### config.mk
export PLATFORM = sky130hd
export DESIGN_NAME = alu_issue_queue_flat
export DESIGN_NICKNAME = d
export VERILOG_FILES = /design/src/rtl/alu_issue_queue_if.sv /design/src/rtl/alu_issue_queue.sv /design/src/flat_wrapper.sv
export SDC_FILE = /design/constraint.sdc
export NUM_CORES = 1
export LEC_CHECK = 0
export BUFFER_PORTS_ARGS = -buffer_cell sky130_fd_sc_hd__clkbuf_2
export CORE_AREA = 2 2 109 111
export CTS_CLUSTER_SIZE = 8
export DETAILED_ROUTE_END_ITERATION = 6
export DIE_AREA = 0 0 111 113
export GPL_TIMING_DRIVEN = 0
export MAX_ROUTING_LAYER = met4
export PLACE_DENSITY_LB_ADDON = 0.08
export RECOVER_POWER = 50
export SYNTH_ARGS = -nofsm -noshare
export SYNTH_HDL_FRONTEND = slang
export SYNTH_SLANG_ARGS = --single-unit
### constraint.sdc
create_clock -name clk -period 2.2 [get_ports clk]
set_clock_uncertainty 0.1 [all_clocks]
set_input_delay 0.44 -clock clk [delete_from_list [all_inputs] [get_ports clk]]
set_output_delay 0.44 -clock clk [all_outputs]
set_load 0.05 [all_outputs]
### src/rtl/alu_issue_queue_if.sv
// Request, arithmetic-unit and result channels of the ALU issue queue.
// No logic inside; pure signal bundle.
// Requests and results both use valid/ready handshakes.
interface alu_issue_queue_if #(
    parameter int WIDTH = 8,
    parameter int SEL_W = 4
);
    logic             in_valid;
    logic             in_ready;
    logic [WIDTH-1:0] in_a;
    logic [WIDTH-1:0] in_b;
    logic [SEL_W-1:0] in_sel;
    logic             in_cin;

    logic [WIDTH-1:0] alu_a;
    logic [WIDTH-1:0] alu_b;
    logic [SEL_W-1:0] alu_sel;
    logic             alu_cin;
    logic [WIDTH-1:0] alu_result;

    logic             res_valid;
    logic             res_ready;
    logic [WIDTH-1:0] res_data;
    logic [SEL_W-1:0] res_sel;

    // Issue queue side
    modport slave (
        input  in_valid, in_a, in_b, in_sel, in_cin, alu_result, res_ready,
        output in_ready, alu_a, alu_b, alu_sel, alu_cin, res_valid, res_data, res_sel
    );

    // Producer / consumer / arithmetic-unit side
    modport master (
        output in_valid, in_a, in_b, in_sel, in_cin, alu_result, res_ready,
        input  in_ready, alu_a, alu_b, alu_sel, alu_cin, res_valid, res_data, res_sel
    );
endinterface

### src/rtl/alu_issue_queue.sv
// Buffers ALU requests in a FIFO and issues them one at a time to the arithmetic unit.
// Latency: push to result valid is LATENCY+2 edges when idle and empty.
// Backpressure: in_ready drops when the FIFO is full; a held result blocks further issue.
module alu_issue_queue #(
    parameter int WIDTH   = 8,
    parameter int SEL_W   = 4,
    parameter int DEPTH   = 4,
    parameter int LATENCY = 1
) (
    input  logic                   clk,
    input  logic                   rst_n,
    alu_issue_queue_if.slave       io,
    output logic [$clog2(DEPTH):0] count,
    output logic                   busy
);
    localparam int PW = $clog2(DEPTH);
    localparam int CW = PW + 1;

    typedef enum logic [1:0] {IDLE = 2'd0, WAIT = 2'd1, RESULT = 2'd2} state_t;

    typedef struct packed {
        logic [WIDTH-1:0] a;
        logic [WIDTH-1:0] b;
        logic [SEL_W-1:0] sel;
        logic             cin;
    } req_t;

    state_t           state_q, state_d;
    req_t             mem_q [DEPTH];
    req_t             mem_d [DEPTH];
    logic [PW-1:0]    wr_ptr_q, wr_ptr_d;
    logic [PW-1:0]    rd_ptr_q, rd_ptr_d;
    logic [CW-1:0]    cnt_q, cnt_d;
    logic [3:0]       wcnt_q, wcnt_d;
    req_t             alu_q, alu_d;
    logic             res_valid_q, res_valid_d;
    logic [WIDTH-1:0] res_data_q, res_data_d;
    logic [SEL_W-1:0] res_sel_q, res_sel_d;

    logic push;
    logic pop;
    logic has_entry;

    // No pop-through: readiness depends only on occupancy, so a full FIFO refuses
    // a push even on an edge that also pops.
    assign has_entry   = (cnt_q != '0);
    assign io.in_ready = rst_n && (cnt_q < CW'(DEPTH));
    assign push        = io.in_valid && io.in_ready;

    assign io.alu_a     = alu_q.a;
    assign io.alu_b     = alu_q.b;
    assign io.alu_sel   = alu_q.sel;
    assign io.alu_cin   = alu_q.cin;
    assign io.res_valid = res_valid_q;
    assign io.res_data  = res_data_q;
    assign io.res_sel   = res_sel_q;
    assign count        = cnt_q;

    // State register plus all datapath flops
    always_ff @(posedge clk or negedge rst_n) begin
        if (!rst_n) begin
            state_q     <= IDLE;
            for (int i = 0; i < DEPTH; i++) mem_q[i] <= '0;
            wr_ptr_q    <= '0;
            rd_ptr_q    <= '0;
            cnt_q       <= '0;
            wcnt_q      <= '0;
            alu_q       <= '0;
            res_valid_q <= 1'b0;
            res_data_q  <= '0;
            res_sel_q   <= '0;
        end else begin
            state_q     <= state_d;
            mem_q       <= mem_d;
            wr_ptr_q    <= wr_ptr_d;
            rd_ptr_q    <= rd_ptr_d;
            cnt_q       <= cnt_d;
            wcnt_q      <= wcnt_d;
            alu_q       <= alu_d;
            res_valid_q <= res_valid_d;
            res_data_q  <= res_data_d;
            res_sel_q   <= res_sel_d;
        end
    end

    // Next state; pop marks an issue edge (idle with work, or result accepted with work queued)
    always_comb begin
        state_d = state_q;
        pop     = 1'b0;
        case (state_q)
            IDLE: begin
                if (has_entry) begin
                    pop     = 1'b1;
                    state_d = WAIT;
                end
            end
            WAIT: begin
                if (wcnt_q == '0) state_d = RESULT;
            end
            RESULT: begin
                if (io.res_ready) begin
                    if (has_entry) begin
                        pop     = 1'b1;
                        state_d = WAIT;
                    end else begin
                        state_d = IDLE;
                    end
                end
            end
            default: state_d = IDLE;
        endcase
    end

    // Outputs: issue registers, latency counter, result capture and busy flag
    always_comb begin
        alu_d       = alu_q;
        wcnt_d      = wcnt_q;
        res_valid_d = res_valid_q;
        res_data_d  = res_data_q;
        res_sel_d   = res_sel_q;
        busy        = (state_q != IDLE) || has_entry;
        if (pop) begin
            alu_d  = mem_q[rd_ptr_q];
            wcnt_d = 4'(LATENCY);
        end else if (state_q == WAIT && wcnt_q != '0) begin
            wcnt_d = wcnt_q - 4'd1;
        end
        if (state_q == WAIT && wcnt_q == '0) begin
            res_valid_d = 1'b1;
            res_data_d  = io.alu_result;
            res_sel_d   = alu_q.sel;
        end else if (state_q == RESULT && io.res_ready) begin
            res_valid_d = 1'b0;
        end
    end

    // FIFO storage, pointers and occupancy
    always_comb begin
        mem_d    = mem_q;
        wr_ptr_d = wr_ptr_q;
        rd_ptr_d = rd_ptr_q;
        cnt_d    = cnt_q;
        if (push) begin
            mem_d[wr_ptr_q] = '{a: io.in_a, b: io.in_b, sel: io.in_sel, cin: io.in_cin};
            wr_ptr_d        = wr_ptr_q + PW'(1);
        end
        if (pop) rd_ptr_d = rd_ptr_q + PW'(1);
        case ({push, pop})
            2'b10:   cnt_d = cnt_q + CW'(1);
            2'b01:   cnt_d = cnt_q - CW'(1);
            default: cnt_d = cnt_q;
        endcase
    end
endmodule

### src/flat_wrapper.sv
// flat-port wrapper written by rule: the top's interface ports become plain ports
module alu_issue_queue_flat 
#(
    parameter int WIDTH   = 8,
    parameter int SEL_W   = 4,
    parameter int DEPTH   = 4,
    parameter int LATENCY = 1
)
  (clk, rst_n, count, busy, io_in_valid, io_in_a, io_in_b, io_in_sel, io_in_cin, io_alu_result, io_res_ready, io_in_ready, io_alu_a, io_alu_b, io_alu_sel, io_alu_cin, io_res_valid, io_res_data, io_res_sel);
  alu_issue_queue_if #(.WIDTH(WIDTH), .SEL_W(SEL_W)) io_i ();
  input  logic clk;
  input  logic rst_n;
  output logic [$clog2(DEPTH):0] count;
  output logic busy;
  input wire logic [$bits(io_i.in_valid)-1:0] io_in_valid;
  input wire logic [$bits(io_i.in_a)-1:0] io_in_a;
  input wire logic [$bits(io_i.in_b)-1:0] io_in_b;
  input wire logic [$bits(io_i.in_sel)-1:0] io_in_sel;
  input wire logic [$bits(io_i.in_cin)-1:0] io_in_cin;
  input wire logic [$bits(io_i.alu_result)-1:0] io_alu_result;
  input wire logic [$bits(io_i.res_ready)-1:0] io_res_ready;
  output wire logic [$bits(io_i.in_ready)-1:0] io_in_ready;
  output wire logic [$bits(io_i.alu_a)-1:0] io_alu_a;
  output wire logic [$bits(io_i.alu_b)-1:0] io_alu_b;
  output wire logic [$bits(io_i.alu_sel)-1:0] io_alu_sel;
  output wire logic [$bits(io_i.alu_cin)-1:0] io_alu_cin;
  output wire logic [$bits(io_i.res_valid)-1:0] io_res_valid;
  output wire logic [$bits(io_i.res_data)-1:0] io_res_data;
  output wire logic [$bits(io_i.res_sel)-1:0] io_res_sel;
  assign io_i.in_valid = io_in_valid;
  assign io_i.in_a = io_in_a;
  assign io_i.in_b = io_in_b;
  assign io_i.in_sel = io_in_sel;
  assign io_i.in_cin = io_in_cin;
  assign io_i.alu_result = io_alu_result;
  assign io_i.res_ready = io_res_ready;
  assign io_in_ready = io_i.in_ready;
  assign io_alu_a = io_i.alu_a;
  assign io_alu_b = io_i.alu_b;
  assign io_alu_sel = io_i.alu_sel;
  assign io_alu_cin = io_i.alu_cin;
  assign io_res_valid = io_i.res_valid;
  assign io_res_data = io_i.res_data;
  assign io_res_sel = io_i.res_sel;
  alu_issue_queue #(.WIDTH(WIDTH), .SEL_W(SEL_W), .DEPTH(DEPTH), .LATENCY(LATENCY)) u_core (.clk(clk), .rst_n(rst_n), .io(io_i), .count(count), .busy(busy));
endmodule
==> run_summary.xml, run 1 <==
<?xml version="1.0" encoding="UTF-8"?>
<metrics>
  <group name="global_routing">
    <metric name="grt-ovfl-total" unit="">0</metric>
    <metric name="grt_use_total" unit="%">19.7</metric>
    <metric name="grt_max_degree" unit="">88</metric>
    <metric name="grt_first_pass_wirelength" unit="mm">17.9</metric>
    <metric name="number_of_antenna_violations_at_the_first_check_in_global_routing" unit="">0</metric>
    <metric name="vias_in_the_first_global_route" unit="">3409</metric>
  </group>
  <group name="pwr">
    <metric name="power.internal" unit="mW">8.01</metric>
    <metric name="sequentialPowerShare" unit="%">34.5</metric>
    <metric name="combinationalPowerShare" unit="%">42.4</metric>
    <metric name="clock_power_share" unit="%">23.1</metric>
    <metric name="p_leak" unit="nW">3.29</metric>
    <metric name="total_switching_power" unit="mW">4.39</metric>
    <metric name="p_per_area" unit="nW/um2">1760</metric>
    <metric name="power_switching_share" unit="%">35.4</metric>
    <metric name="max-vdd-ir-drop" unit="uV">894</metric>
  </group>
  <group name="cells_and_area">
    <metric name="antenna-diode-count" unit="">0</metric>
    <metric name="fin_nets" unit="">490</metric>
    <metric name="final.fill_count" unit="">863</metric>
    <metric name="layout-drive-gt1-share" unit="%">56.3</metric>
    <metric name="area_growth" unit="%">21.7</metric>
    <metric name="stdcell_count" unit="">605</metric>
    <metric name="multiInputGateArea" unit="um2">2310</metric>
    <metric name="area.sequential" unit="um2">3280</metric>
  </group>
  <group name="setup_path">
    <metric name="worst-setup-path-type" unit="">reg -&gt; reg</metric>
    <metric name="timing.critical_path.max_delay_family" unit="">simple AND/OR/NAND/NOR gates</metric>
    <metric name="crit_fanout" unit="">5</metric>
    <metric name="crit_slowest_cell" unit="">dfrtp_2</metric>
    <metric name="arrival_time_of_data_at_the_critical_path_endpoint" unit="ps">2350</metric>
    <metric name="setup.worst_path.start_class" unit="">flop</metric>
    <metric name="cp_data_required_time" unit="ps">2450</metric>
    <metric name="worst_path_largest_cell_delay" unit="ps">430</metric>
    <metric name="worstSetupEndpointType" unit="">flop</metric>
    <metric name="crit_chain" unit="">and2b_4 -&gt; nor3_4 -&gt; buf_8 -&gt; ha_4 -&gt; inv_1 -&gt; fa_2 -&gt; xor2_1 -&gt; nor2_1 -&gt; xor2_1</metric>
    <metric name="worst_path_bufs_invs" unit="">2</metric>
    <metric name="critical-path-top-cell-by-count" unit="">xor2_1</metric>
  </group>
  <group name="cts">
    <metric name="clk-insertion-delay-late" unit="ps">420</metric>
    <metric name="root_buffer" unit="">clkbuf_16</metric>
    <metric name="cts.sink_count" unit="">131</metric>
    <metric name="number_of_buffers_created_by_cts" unit="">17</metric>
    <metric name="cts_max_path_buffers" unit="">2</metric>
    <metric name="cts_tree" unit="">done</metric>
    <metric name="htree_num_levels" unit="">4</metric>
    <metric name="clk_transition_reported_paths" unit="ps">60</metric>
  </group>
  <group name="timing">
    <metric name="final-hold-violation-count" unit="">0</metric>
    <metric name="setup_failing_eps_final" unit="">0</metric>
    <metric name="max_clock_freq" unit="MHz">476</metric>
    <metric name="rsz0062_at_grt" unit="">false</metric>
    <metric name="timing_worst_slew_pin_value" unit="ps">1080</metric>
    <metric name="timing.final.crit_period" unit="ps">2100</metric>
    <metric name="final-max-slew-violation-count" unit="">0</metric>
    <metric name="setup_ws" unit="ps">98.3</metric>
    <metric name="layout_worst_path_cycle_share" unit="%">95.5</metric>
    <metric name="maxSlewHeadroom" unit="%">28.3</metric>
  </group>
  <group name="synthesis">
    <metric name="avgSynthCellArea" unit="um2">16.5</metric>
    <metric name="synth.lib_cells_used.distinct" unit="">36</metric>
    <metric name="synth_top_cell_area_share" unit="%">56.7</metric>
    <metric name="ys_top_cells_by_area" unit="">dfrtp_1, mux2_2, mux4_2</metric>
    <metric name="yosys-top-cells-count" unit="">dfrtp_1, mux2_2, mux4_2</metric>
    <metric name="synth.most_common_cell" unit="">dfrtp_1</metric>
    <metric name="ys_seq_elements" unit="">131</metric>
    <metric name="syn-instance-count" unit="">350</metric>
    <metric name="number_of_enable_flip_flop_cells_after_synthesis" unit="">0</metric>
    <metric name="sequential_to_total_area_share_from_yosys_stat" unit="%">56.7</metric>
    <metric name="synthArstFlopShare" unit="%">100</metric>
    <metric name="synth_area" unit="um2">5790</metric>
    <metric name="synth_largest_area_cell" unit="">dfrtp_1</metric>
    <metric name="synth_warnings" unit="">0</metric>
    <metric name="post_synthesis_net_count" unit="">391</metric>
    <metric name="ys_dominant_reg_cell" unit="">dfrtp_1</metric>
  </group>
  <group name="drt">
    <metric name="totalWireLength" unit="mm">10.9</metric>
    <metric name="firstDrtPassIters" unit="">4</metric>
    <metric name="wl_per_cell" unit="um">17.9</metric>
    <metric name="drc" unit="">0</metric>
    <metric name="drt_antenna_net_count" unit="">0</metric>
    <metric name="via_density" unit="">5.28</metric>
    <metric name="via_count" unit="">3195</metric>
    <metric name="drt_first_iter_violations" unit="">103</metric>
  </group>
  <group name="hold_path">
    <metric name="worstHoldPathType" unit="">in -&gt; reg</metric>
  </group>
  <group name="die">
    <metric name="effective_utilization_at_floorplan" unit="%">51.3</metric>
    <metric name="die_height" unit="um">113</metric>
    <metric name="top_level_ports" unit="">72</metric>
    <metric name="floorplan.core_area" unit="um2">11300</metric>
    <metric name="die_w" unit="um">111</metric>
    <metric name="row_count" unit="">39</metric>
    <metric name="full_die_area" unit="um2">12500</metric>
  </group>
  <group name="place">
    <metric name="globalplace.congestion" unit="">0.718</metric>
    <metric name="detailedPlacementHpwl" unit="mm">7.17</metric>
    <metric name="port-buffer-count" unit="">71</metric>
    <metric name="dp_slack" unit="ps">-368</metric>
    <metric name="place.detailed.instances" unit="">565</metric>
  </group>
  <group name="job">
    <metric name="max-cap-violations" unit="">0</metric>
  </group>
  <group name="outcome">
    <metric name="status" unit="">complete, no violations</metric>
  </group>
</metrics>
[final timing paths]
kind,startpoint,end,slack [ps],depth (start not counted)
worst min-delay path,io_res_ready,u_core.state_q[1],130,2
worst max-delay path,u_core.state_q[1],u_core.count[2],100,9
worst max register to register,u_core.state_q[1],u_core.count[2],100,9
min in group asynchronous,rst_n,u_core.wcnt_q[2],720,3
max in group asynchronous,rst_n,u_core.count[1],400,3
worst min register to register,u_core.mem_q[41],u_core.mem_q[41],380,1
[cell usage in the layout, fill, tap and decap left out, types with 3 or more instances in the layout]
cell type and instances:
dfrtp_1 128, mux2_2 86, clkbuf_2 71, mux4_2 18, mux2_4 17, clkbuf_16 17, mux2_1 14, inv_1 9
buf_4 9, buf_6 9, ha_1 6, clkinvlp_4 6, nand2_1 5, o21ai_0 5, xor2_1 4, nand2_2 3
nand3_1 3, mux4_1 3, clkinv_2 3, bufinv_16 3, dfrtp_2 3
[final cells by class]
cell class,count,share of cell area [%]
inverters,9,0.480
well taps,143,2.54
flip-flops and latches,131,46.6
clock buffers,19,6.43
clock inverters,13,2.26
repair buffers,80,6.31
plain buffers,18,2.58
multi-input cells,192,32.8
[per-stage QoR]
stage / power [mW] / util (%) / TNS (ps) / hold WS [ps] / cell area, um2
after CTS: 12.5 / 62.5 / 0 / 121 / 7040
after detailed placement: 9.55 / 56.6 / -651 / 305 / 6370
after floorplan: 8.38 / - / -49.6 / 44.4 / 5800
final: 12.4 / 62.5 / 0 / 135 / 7040
after global placement: 9.35 / 56.2 / -367320 / 366 / 6340
after global routing: 13.1 / 62.5 / 0 / 132 / 7040
[registers in the layout (all words and copies together) (netlist names)]
register and flops:
u_core.count 3, u_core.io.alu_a 8, u_core.io.alu_b 8, u_core.io.alu_cin 1
u_core.io.alu_sel 4, u_core.io.res_data 8, u_core.io.res_sel 4, u_core.io.res_valid 1
u_core.mem_q 84, u_core.rd_ptr_q 2, u_core.state_q 2, u_core.wcnt_q 4
u_core.wr_ptr_q 2
[worst register-to-register path, stage by stage, from the launching register on]
cell and delay, ps:
dfrtp_2 430, and2b_4 200, nor3_4 250, buf_8 150
ha_4 130, inv_1 40, fa_2 330, xor2_1 140
nor2_1 120, xor2_1 140
[power by group through the flow]
stage	Clock [mW]	Combinational [mW]	Sequential, mW
after global placement	0	5.10	4.24
after global routing	3.05	5.64	4.42
after CTS	2.94	5.29	4.28
after floorplan	0	3.11	5.27
final	2.87	5.26	4.27
after detailed placement	0	5.24	4.31
[cell families (layout without fill, tap and decap cells)]
group	count (synthesis)	count (layout)	synth area share (%)
buffers and inverters	27	139	3.65
multiplexers	140	140	32.6
AND/OR/NAND/NOR	28	28	3.33
AO/OA/AOI/OAI	10	10	0.995
adder cells (fa/ha/maj)	8	8	1.86
XOR/XNOR	6	6	0.908
flip-flops	131	131	56.7
[per-layer routing]
layer  vias up  GRT usage [%]  routed length, um
met3        15           6.86                486
li1       1472              -                  -
met2        61           31.4               5420
met1      1647           23.6               4760
met4         0           7.00                189
met5         -              -                  0
[timing repair]
action / in CTS / in global routing
hold buffers: 3 / 0
resized for setup: 0 / 2
pin swaps: 1 / 1
endpoints found under the hold margin: 44 / 0
setup endpoints to repair: 2 / 3
buffers inserted: 1 / 4
(Power assumes the default switching activity.)
==> inputs of run 2 (changes only) <==
--- a/config.mk
+++ b/config.mk
@@ -11,9 +11,8 @@
 export DETAILED_ROUTE_END_ITERATION = 6
 export DIE_AREA = 0 0 111 113
 export GPL_TIMING_DRIVEN = 0
-export MAX_ROUTING_LAYER = met4
 export PLACE_DENSITY_LB_ADDON = 0.08
-export RECOVER_POWER = 50
+export RECOVER_POWER = 25
 export SYNTH_ARGS = -nofsm -noshare
 export SYNTH_HDL_FRONTEND = slang
 export SYNTH_SLANG_ARGS = --single-unit
==> run 2 against run 1 <==
Critical path type unchanged. First-iteration DRC count decreased by 4.9%. Combinational power barely moved. Total power about the same. Die area stayed put. Clock power about the same. Hold slack gained 1.7 ps. Critical endpoint unchanged. Flip-flop and latch count unchanged. Via count is 1.1% higher.
==> run_summary.xml, run 2 (synthesis gave the netlist of run 1 again) <==
<?xml version="1.0" encoding="UTF-8"?>
<metrics>
  <group name="drt">
    <metric name="drt_first_iter_violations" unit="">98</metric>
    <metric name="wl_met1" unit="mm">4.68</metric>
    <metric name="met3_wirelength" unit="um">541</metric>
    <metric name="totalWireLength" unit="mm">10.9</metric>
    <metric name="via_density" unit="">5.34</metric>
    <metric name="firstDrtPassIters" unit="">4</metric>
    <metric name="drt_antenna_net_count" unit="">0</metric>
    <metric name="drc" unit="">0</metric>
    <metric name="via_count" unit="">3229</metric>
    <metric name="wl_per_cell" unit="um">17.9</metric>
    <metric name="route.top_layer_used" unit="">met4</metric>
    <metric name="wl_met2" unit="mm">5.48</metric>
  </group>
  <group name="global_routing">
    <metric name="grt_max_degree" unit="">88</metric>
    <metric name="grt_use_total" unit="%">19.1</metric>
    <metric name="vias_in_the_first_global_route" unit="">3408</metric>
    <metric name="grt_first_pass_wirelength" unit="mm">17.9</metric>
    <metric name="grt-ovfl-total" unit="">0</metric>
    <metric name="number_of_antenna_violations_at_the_first_check_in_global_routing" unit="">0</metric>
  </group>
  <group name="setup_path">
    <metric name="cp-startpoint" unit="">u_core.state_q[1]</metric>
    <metric name="crit_chain" unit="">and2b_4 -&gt; nor3_4 -&gt; buf_8 -&gt; ha_4 -&gt; inv_1 -&gt; fa_2 -&gt; xor2_1 -&gt; nor2_1 -&gt; xor2_1</metric>
    <metric name="r2r_slack" unit="ps">100</metric>
    <metric name="worst-setup-path-type" unit="">reg -&gt; reg</metric>
    <metric name="worst_path_bufs_invs" unit="">2</metric>
    <metric name="crit_slowest_cell" unit="">dfrtp_2</metric>
    <metric name="path_depth" unit="">9</metric>
    <metric name="worstSetupEndpointType" unit="">flop</metric>
    <metric name="worst_path_largest_cell_delay" unit="ps">430</metric>
    <metric name="worstRegToRegCells" unit="">9</metric>
    <metric name="cp-endpoint" unit="">u_core.count[2]</metric>
    <metric name="arrival_time_of_data_at_the_critical_path_endpoint" unit="ps">2350</metric>
    <metric name="cp_data_required_time" unit="ps">2450</metric>
    <metric name="timing.critical_path.max_delay_family" unit="">simple AND/OR/NAND/NOR gates</metric>
    <metric name="critical_path.reg2reg.endpoint" unit="">u_core.count[2]</metric>
    <metric name="crit_fanout" unit="">5</metric>
    <metric name="reg2reg_from" unit="">u_core.state_q[1]</metric>
    <metric name="critical-path-top-cell-by-count" unit="">xor2_1</metric>
    <metric name="setup.worst_path.start_class" unit="">flop</metric>
  </group>
  <group name="cells_and_area">
    <metric name="layout-drive-gt1-share" unit="%">56.3</metric>
    <metric name="max_flop_register" unit="">u_core.mem_q</metric>
    <metric name="stdcell_area" unit="um2">7020</metric>
    <metric name="multiInputGateArea" unit="um2">2310</metric>
    <metric name="area.sequential" unit="um2">3280</metric>
    <metric name="final_core_util" unit="%">62.3</metric>
    <metric name="area_growth" unit="%">21.4</metric>
    <metric name="max_reg_flops" unit="">84</metric>
    <metric name="antenna-diode-count" unit="">0</metric>
    <metric name="final.fill_count" unit="">865</metric>
    <metric name="fin_nets" unit="">490</metric>
    <metric name="leading_cell_type_in_the_layout_fill_and_taps_excluded" unit="">dfrtp_1</metric>
    <metric name="final_cell_mix" unit="">dfrtp_1, mux2_2, clkbuf_2</metric>
    <metric name="stdcell_count" unit="">605</metric>
  </group>
  <group name="pwr">
    <metric name="total_switching_power" unit="mW">4.39</metric>
    <metric name="max-vdd-ir-drop" unit="uV">894</metric>
    <metric name="clock_power_share" unit="%">23.1</metric>
    <metric name="power.internal" unit="mW">8.01</metric>
    <metric name="combinationalPowerShare" unit="%">42.4</metric>
    <metric name="power.total" unit="mW">12.4</metric>
    <metric name="sequentialPowerShare" unit="%">34.5</metric>
    <metric name="p_leak" unit="nW">3.29</metric>
    <metric name="power_switching_share" unit="%">35.4</metric>
    <metric name="p_per_area" unit="nW/um2">1770</metric>
  </group>
  <group name="cts">
    <metric name="number_of_buffers_created_by_cts" unit="">17</metric>
    <metric name="cts_tree" unit="">done</metric>
    <metric name="clk-insertion-delay-late" unit="ps">420</metric>
    <metric name="root_buffer" unit="">clkbuf_16</metric>
    <metric name="htree_num_levels" unit="">4</metric>
    <metric name="cts.sink_count" unit="">131</metric>
    <metric name="clk_transition_reported_paths" unit="ps">60</metric>
    <metric name="cts_max_path_buffers" unit="">2</metric>
  </group>
  <group name="timing">
    <metric name="final-hold-violation-count" unit="">0</metric>
    <metric name="setup_total_negative_slack" unit="ps">0</metric>
    <metric name="maxSlewHeadroom" unit="%">27.6</metric>
    <metric name="setup_failing_eps_final" unit="">0</metric>
    <metric name="setup_ws" unit="ps">99.2</metric>
    <metric name="layout_worst_path_cycle_share" unit="%">95.5</metric>
    <metric name="hold_ws" unit="ps">136</metric>
    <metric name="timing_worst_slew_pin_value" unit="ps">1090</metric>
    <metric name="max_clock_freq" unit="MHz">476</metric>
    <metric name="rsz0062_at_grt" unit="">false</metric>
    <metric name="final-max-slew-violation-count" unit="">0</metric>
    <metric name="timing.final.crit_period" unit="ps">2100</metric>
  </group>
  <group name="die">
    <metric name="die_w" unit="um">111</metric>
    <metric name="row_count" unit="">39</metric>
    <metric name="effective_utilization_at_floorplan" unit="%">51.3</metric>
    <metric name="die_height" unit="um">113</metric>
    <metric name="top_level_ports" unit="">72</metric>
    <metric name="full_die_area" unit="um2">12500</metric>
    <metric name="floorplan.core_area" unit="um2">11300</metric>
  </group>
  <group name="hold_path">
    <metric name="worstHoldPathType" unit="">in -&gt; reg</metric>
  </group>
  <group name="place">
    <metric name="placedInstanceArea" unit="um2">6370</metric>
    <metric name="port-buffer-count" unit="">71</metric>
    <metric name="detailedPlacementHpwl" unit="mm">7.17</metric>
    <metric name="dp_slack" unit="ps">-368</metric>
    <metric name="place.detailed.instances" unit="">565</metric>
    <metric name="globalplace.congestion" unit="">0.709</metric>
  </group>
  <group name="job">
    <metric name="max-cap-violations" unit="">0</metric>
  </group>
  <group name="outcome">
    <metric name="status" unit="">complete, no violations</metric>
  </group>
</metrics>
## run 2: timing repair
item                                    CTS  global route
endpoints found under the setup margin    2             3
pin swaps                                 1             1
hold buffers                              3             0
hold endpoints to repair                 44             0
setup buffers                             1             4
cloned                                    0             0
resized for setup                         0             2
## run 2: worst min path at each step
stage,startpoint,cells past startpoint,slack (ps),endpoint
after floorplan,rst_n,0,40,u_core.count[0]
after global placement,u_core.mem_q[62],1,370,u_core.mem_q[62]
after detailed placement,rst_n,1,310,u_core.io.res_data[0]
after CTS,io_res_ready,2,120,u_core.state_q[1]
after global routing,io_alu_result[7],2,130,u_core.io.res_data[7]
final,io_res_ready,2,140,u_core.state_q[1]
## run 2: power by group through the flow
stage | Sequential [mW] | Combinational [mW] | Clock, mW
floorplan | 5.27 | 3.11 | 0
global placement | 4.24 | 5.10 | 0
detailed placement | 4.31 | 5.24 | 0
CTS | 4.28 | 5.29 | 2.94
global route | 4.42 | 5.64 | 3.05
finish | 4.27 | 5.26 | 2.87
## run 2: worst reg2reg max path: stages (launching register included)
cell and delay, ps:
dfrtp_2 430, and2b_4 200, nor3_4 250, buf_8 150, ha_4 130, inv_1 50, fa_2 330, xor2_1 140
nor2_1 120, xor2_1 140
## run 2: final cells by class
class                           instances  area share [%]
Buffer                                 18            2.58
Clock buffer                           19            6.45
Clock inverter                         13            2.26
Inverter                                9           0.481
Multi-Input combinational cell        192            32.9
Sequential cell                       131            46.7
Tap cell                              143            2.55
Timing Repair Buffer                   80            6.04
## run 2: routing by layer
layer | GRT usage [%] | up-vias
li1 | - | 1474
met1 | 23.6 | 1673
met2 | 31.4 | 69
met3 | 6.91 | 13
met4 | 7.00 | 0
met5 | 0 | -
==> inputs of run 3 (changes only) <==
--- a/config.mk
+++ b/config.mk
@@ -5,14 +5,17 @@
 export SDC_FILE = /design/constraint.sdc
 export NUM_CORES = 1
 export LEC_CHECK = 0
+export ABC_AREA = 1
 export BUFFER_PORTS_ARGS = -buffer_cell sky130_fd_sc_hd__clkbuf_2
-export CORE_AREA = 2 2 109 111
+export CORE_AREA = 2 2 111 113
 export CTS_CLUSTER_SIZE = 8
 export DETAILED_ROUTE_END_ITERATION = 6
-export DIE_AREA = 0 0 111 113
+export DIE_AREA = 0 0 113 115
+export GPL_ROUTABILITY_DRIVEN = 1
 export GPL_TIMING_DRIVEN = 0
 export PLACE_DENSITY_LB_ADDON = 0.08
 export RECOVER_POWER = 25
+export SETUP_SLACK_MARGIN = 0.2
 export SYNTH_ARGS = -nofsm -noshare
 export SYNTH_HDL_FRONTEND = slang
 export SYNTH_SLANG_ARGS = --single-unit
==> run 3 against run 2 <==
The flow now finishes with violations (DRC, hold timing). Hold slack got worse by 330 ps. Clock-buffer cell count rose by 1. Non-clock buffer count rose by 14. Wire length rose by 32%. Area after synthesis rose by 4.3%. Fmax rose by 7.4%. Worst setup slack improved by 140 ps. Register-to-register slack improved by 140 ps. Critical path type unchanged. Critical path depth rose by 2.
==> run_summary.xml, run 3 <==
<?xml version="1.0" encoding="UTF-8"?>
<metrics>
  <group name="synthesis">
    <metric name="sequential_to_total_area_share_from_yosys_stat" unit="%">54.3</metric>
    <metric name="synth_top_cell_area_share" unit="%">54.3</metric>
    <metric name="ys_top_cells_by_area" unit="">dfrtp_1, nand2_1, o21ai_1</metric>
    <metric name="ys_dominant_reg_cell" unit="">dfrtp_1</metric>
    <metric name="synthArstFlopShare" unit="%">100</metric>
    <metric name="yosys-top-cells-count" unit="">nand2_1, dfrtp_1, nor2_1</metric>
    <metric name="synth_area" unit="um2">6030</metric>
    <metric name="ys_seq_elements" unit="">131</metric>
    <metric name="synth.most_common_cell" unit="">nand2_1</metric>
    <metric name="avgSynthCellArea" unit="um2">8.84</metric>
    <metric name="synth_largest_area_cell" unit="">dfrtp_1</metric>
    <metric name="post_synthesis_net_count" unit="">723</metric>
    <metric name="synth.lib_cells_used.distinct" unit="">24</metric>
    <metric name="synth_warnings" unit="">0</metric>
    <metric name="syn-instance-count" unit="">682</metric>
    <metric name="number_of_enable_flip_flop_cells_after_synthesis" unit="">0</metric>
  </group>
  <group name="setup_path">
    <metric name="worstRegToRegCells" unit="">11</metric>
    <metric name="crit_fanout" unit="">3</metric>
    <metric name="critical_path.reg2reg.endpoint" unit="">u_core.count[2]</metric>
    <metric name="arrival_time_of_data_at_the_critical_path_endpoint" unit="ps">2150</metric>
    <metric name="setup.worst_path.start_class" unit="">flop</metric>
    <metric name="worstSetupEndpointType" unit="">flop</metric>
    <metric name="cp_data_required_time" unit="ps">2390</metric>
    <metric name="reg2reg_from" unit="">u_core.count[2]</metric>
    <metric name="worst-setup-path-type" unit="">reg -&gt; reg</metric>
    <metric name="r2r_slack" unit="ps">240</metric>
  </group>
  <group name="timing">
    <metric name="setup_ws" unit="ps">244</metric>
    <metric name="hold_ws" unit="ps">-189</metric>
    <metric name="final-max-slew-violation-count" unit="">0</metric>
    <metric name="max_clock_freq" unit="MHz">511</metric>
    <metric name="setup_failing_eps_final" unit="">0</metric>
    <metric name="setup_total_negative_slack" unit="ps">0</metric>
    <metric name="rsz0062_at_grt" unit="">true</metric>
    <metric name="layout_worst_path_cycle_share" unit="%">88.9</metric>
    <metric name="final-hold-violation-count" unit="">47</metric>
    <metric name="timing.final.crit_period" unit="ps">1960</metric>
    <metric name="timing_worst_slew_pin_value" unit="ps">1130</metric>
    <metric name="maxSlewHeadroom" unit="%">24.5</metric>
  </group>
  <group name="global_routing">
    <metric name="vias_in_the_first_global_route" unit="">4561</metric>
    <metric name="grt_first_pass_wirelength" unit="mm">23.4</metric>
    <metric name="grt_max_degree" unit="">85</metric>
    <metric name="grt-ovfl-total" unit="">0</metric>
    <metric name="grt_use_total" unit="%">23.6</metric>
    <metric name="number_of_antenna_violations_at_the_first_check_in_global_routing" unit="">0</metric>
  </group>
  <group name="pwr">
    <metric name="p_leak" unit="nW">3.90</metric>
    <metric name="max-vdd-ir-drop" unit="uV">678</metric>
    <metric name="p_per_area" unit="nW/um2">1790</metric>
  </group>
  <group name="cts">
    <metric name="root_buffer" unit="">clkbuf_16</metric>
    <metric name="number_of_buffers_created_by_cts" unit="">17</metric>
    <metric name="clk-insertion-delay-late" unit="ps">420</metric>
    <metric name="clk_transition_reported_paths" unit="ps">50</metric>
    <metric name="cts_tree" unit="">done</metric>
    <metric name="cts.sink_count" unit="">131</metric>
    <metric name="cts_max_path_buffers" unit="">2</metric>
    <metric name="htree_num_levels" unit="">4</metric>
  </group>
  <group name="cells_and_area">
    <metric name="max_flop_register" unit="">u_core.mem_q</metric>
    <metric name="fin_nets" unit="">818</metric>
    <metric name="max_reg_flops" unit="">84</metric>
    <metric name="stdcell_count" unit="">937</metric>
    <metric name="layout-drive-gt1-share" unit="%">26.2</metric>
    <metric name="final_core_util" unit="%">62.5</metric>
    <metric name="final_cell_mix" unit="">nand2_1, dfrtp_1, nor2_1</metric>
    <metric name="area_growth" unit="%">22.4</metric>
    <metric name="leading_cell_type_in_the_layout_fill_and_taps_excluded" unit="">nand2_1</metric>
    <metric name="antenna-diode-count" unit="">0</metric>
  </group>
  <group name="drt">
    <metric name="firstDrtPassIters" unit="">7</metric>
    <metric name="via_density" unit="">5.13</metric>
    <metric name="via_count" unit="">4803</metric>
    <metric name="totalWireLength" unit="mm">14.4</metric>
    <metric name="drc" unit="">10</metric>
    <metric name="drt_antenna_net_count" unit="">0</metric>
    <metric name="drt_first_iter_violations" unit="">348</metric>
    <metric name="wl_per_cell" unit="um">15.3</metric>
  </group>
  <group name="die">
    <metric name="floorplan.core_area" unit="um2">11800</metric>
    <metric name="effective_utilization_at_floorplan" unit="%">51.1</metric>
    <metric name="full_die_area" unit="um2">13000</metric>
    <metric name="die_w" unit="um">113</metric>
    <metric name="die_height" unit="um">115</metric>
    <metric name="row_count" unit="">40</metric>
    <metric name="top_level_ports" unit="">72</metric>
  </group>
  <group name="outcome">
    <metric name="failing_checks" unit="">DRC, hold timing</metric>
    <metric name="status" unit="">complete, but fails checks</metric>
  </group>
  <group name="place">
    <metric name="globalplace.congestion" unit="">0.790</metric>
    <metric name="port-buffer-count" unit="">71</metric>
    <metric name="place.detailed.instances" unit="">901</metric>
    <metric name="detailedPlacementHpwl" unit="mm">9.83</metric>
    <metric name="dp_slack" unit="ps">-106</metric>
  </group>
  <group name="job">
    <metric name="max-cap-violations" unit="">0</metric>
  </group>
  <group name="hold_path">
    <metric name="worstHoldPathType" unit="">in -&gt; async</metric>
  </group>
</metrics>
-- run 3: kinds of logic (layout without fill, tap and decap cells) --
logic type,count (synthesis),count (layout),share of synthesized area (%)
AO/OA/AOI/OAI,147,147,14.6
XOR/XNOR,5,5,0.726
adder cells (fa/ha/maj),8,8,1.78
buffers and inverters,89,197,8.46
flip-flops,131,131,54.3
AND/OR/NAND/NOR,302,302,20.1
-- run 3: area by class of cell --
type,instances,area [um2]
Sequential cell,131,3280
Fill cell,1024,4430
Clock inverter,12,273
Clock buffer,20,467
Buffer,36,304
Inverter,53,206
Timing Repair Buffer,76,405
Multi-Input combinational cell,462,2260
Tap cell,147,184
-- run 3: stage by stage --
| step | cell area, um2 | power (mW) |
|---|---|---|
| floorplan | 6060 | 8.26 |
| global placement | 6600 | 9.51 |
| detailed placement | 6630 | 9.68 |
| CTS | 7390 | 13.3 |
| global route | 7380 | 14.1 |
| finish | 7380 | 13.2 |
-- run 3: how the worst max path moves through the flow --
stage	startpoint	endpoint	slack, ps	cells past startpoint
detailed placement	rst_n	u_core.count[1]	-110	8
floorplan	u_core.count[1]	u_core.count[2]	110	11
finish	u_core.count[2]	u_core.count[2]	240	11
CTS	u_core.state_q[1]	u_core.count[2]	220	10
global route	u_core.state_q[0]	u_core.count[2]	170	10
global placement	rst_n	u_core.count[1]	-2350	8
-- run 3: worst max-delay path, stage by stage (launching register included) --
cell	delay, ps
dfrtp_2	400
inv_2	60
nand3_2	80
inv_2	60
nor2_4	130
buf_6	110
ha_4	110
inv_2	40
fa_2	350
a21oi_1	140
o21ai_1	100
xor2_1	140
-- run 3: timing repair --
item                                    CTS  global route
gates resized for setup                   1             4
hold endpoints to repair                 47            47
pin swaps                                 1             1
setup buffers                             2             2
endpoints found under the setup margin    2             3
-- run 3: layer usage --
| metal | share of wire [%] | routed length, um | vias up | GRT usage (%) |
|---|---|---|---|---|
| met5 | 0 | 0 | - | 0 |
| met4 | 1.1 | 159 | 0 | 7.64 |
| met3 | 6.7 | 970 | 13 | 5.11 |
| met2 | 47 | 6690 | 154 | 37.2 |
| met1 | 46 | 6550 | 2272 | 33.0 |
| li1 | - | - | 2364 | - |
-- run 3: report_power, final --
group / internal [mW] / total [mW] / switching (mW)
logic: 1.80 / 5.54 / 3.74
clock network: 2.45 / 3.47 / 1.02
registers: 3.56 / 4.20 / 0.643
total: 7.81 / 13.2 / 5.41
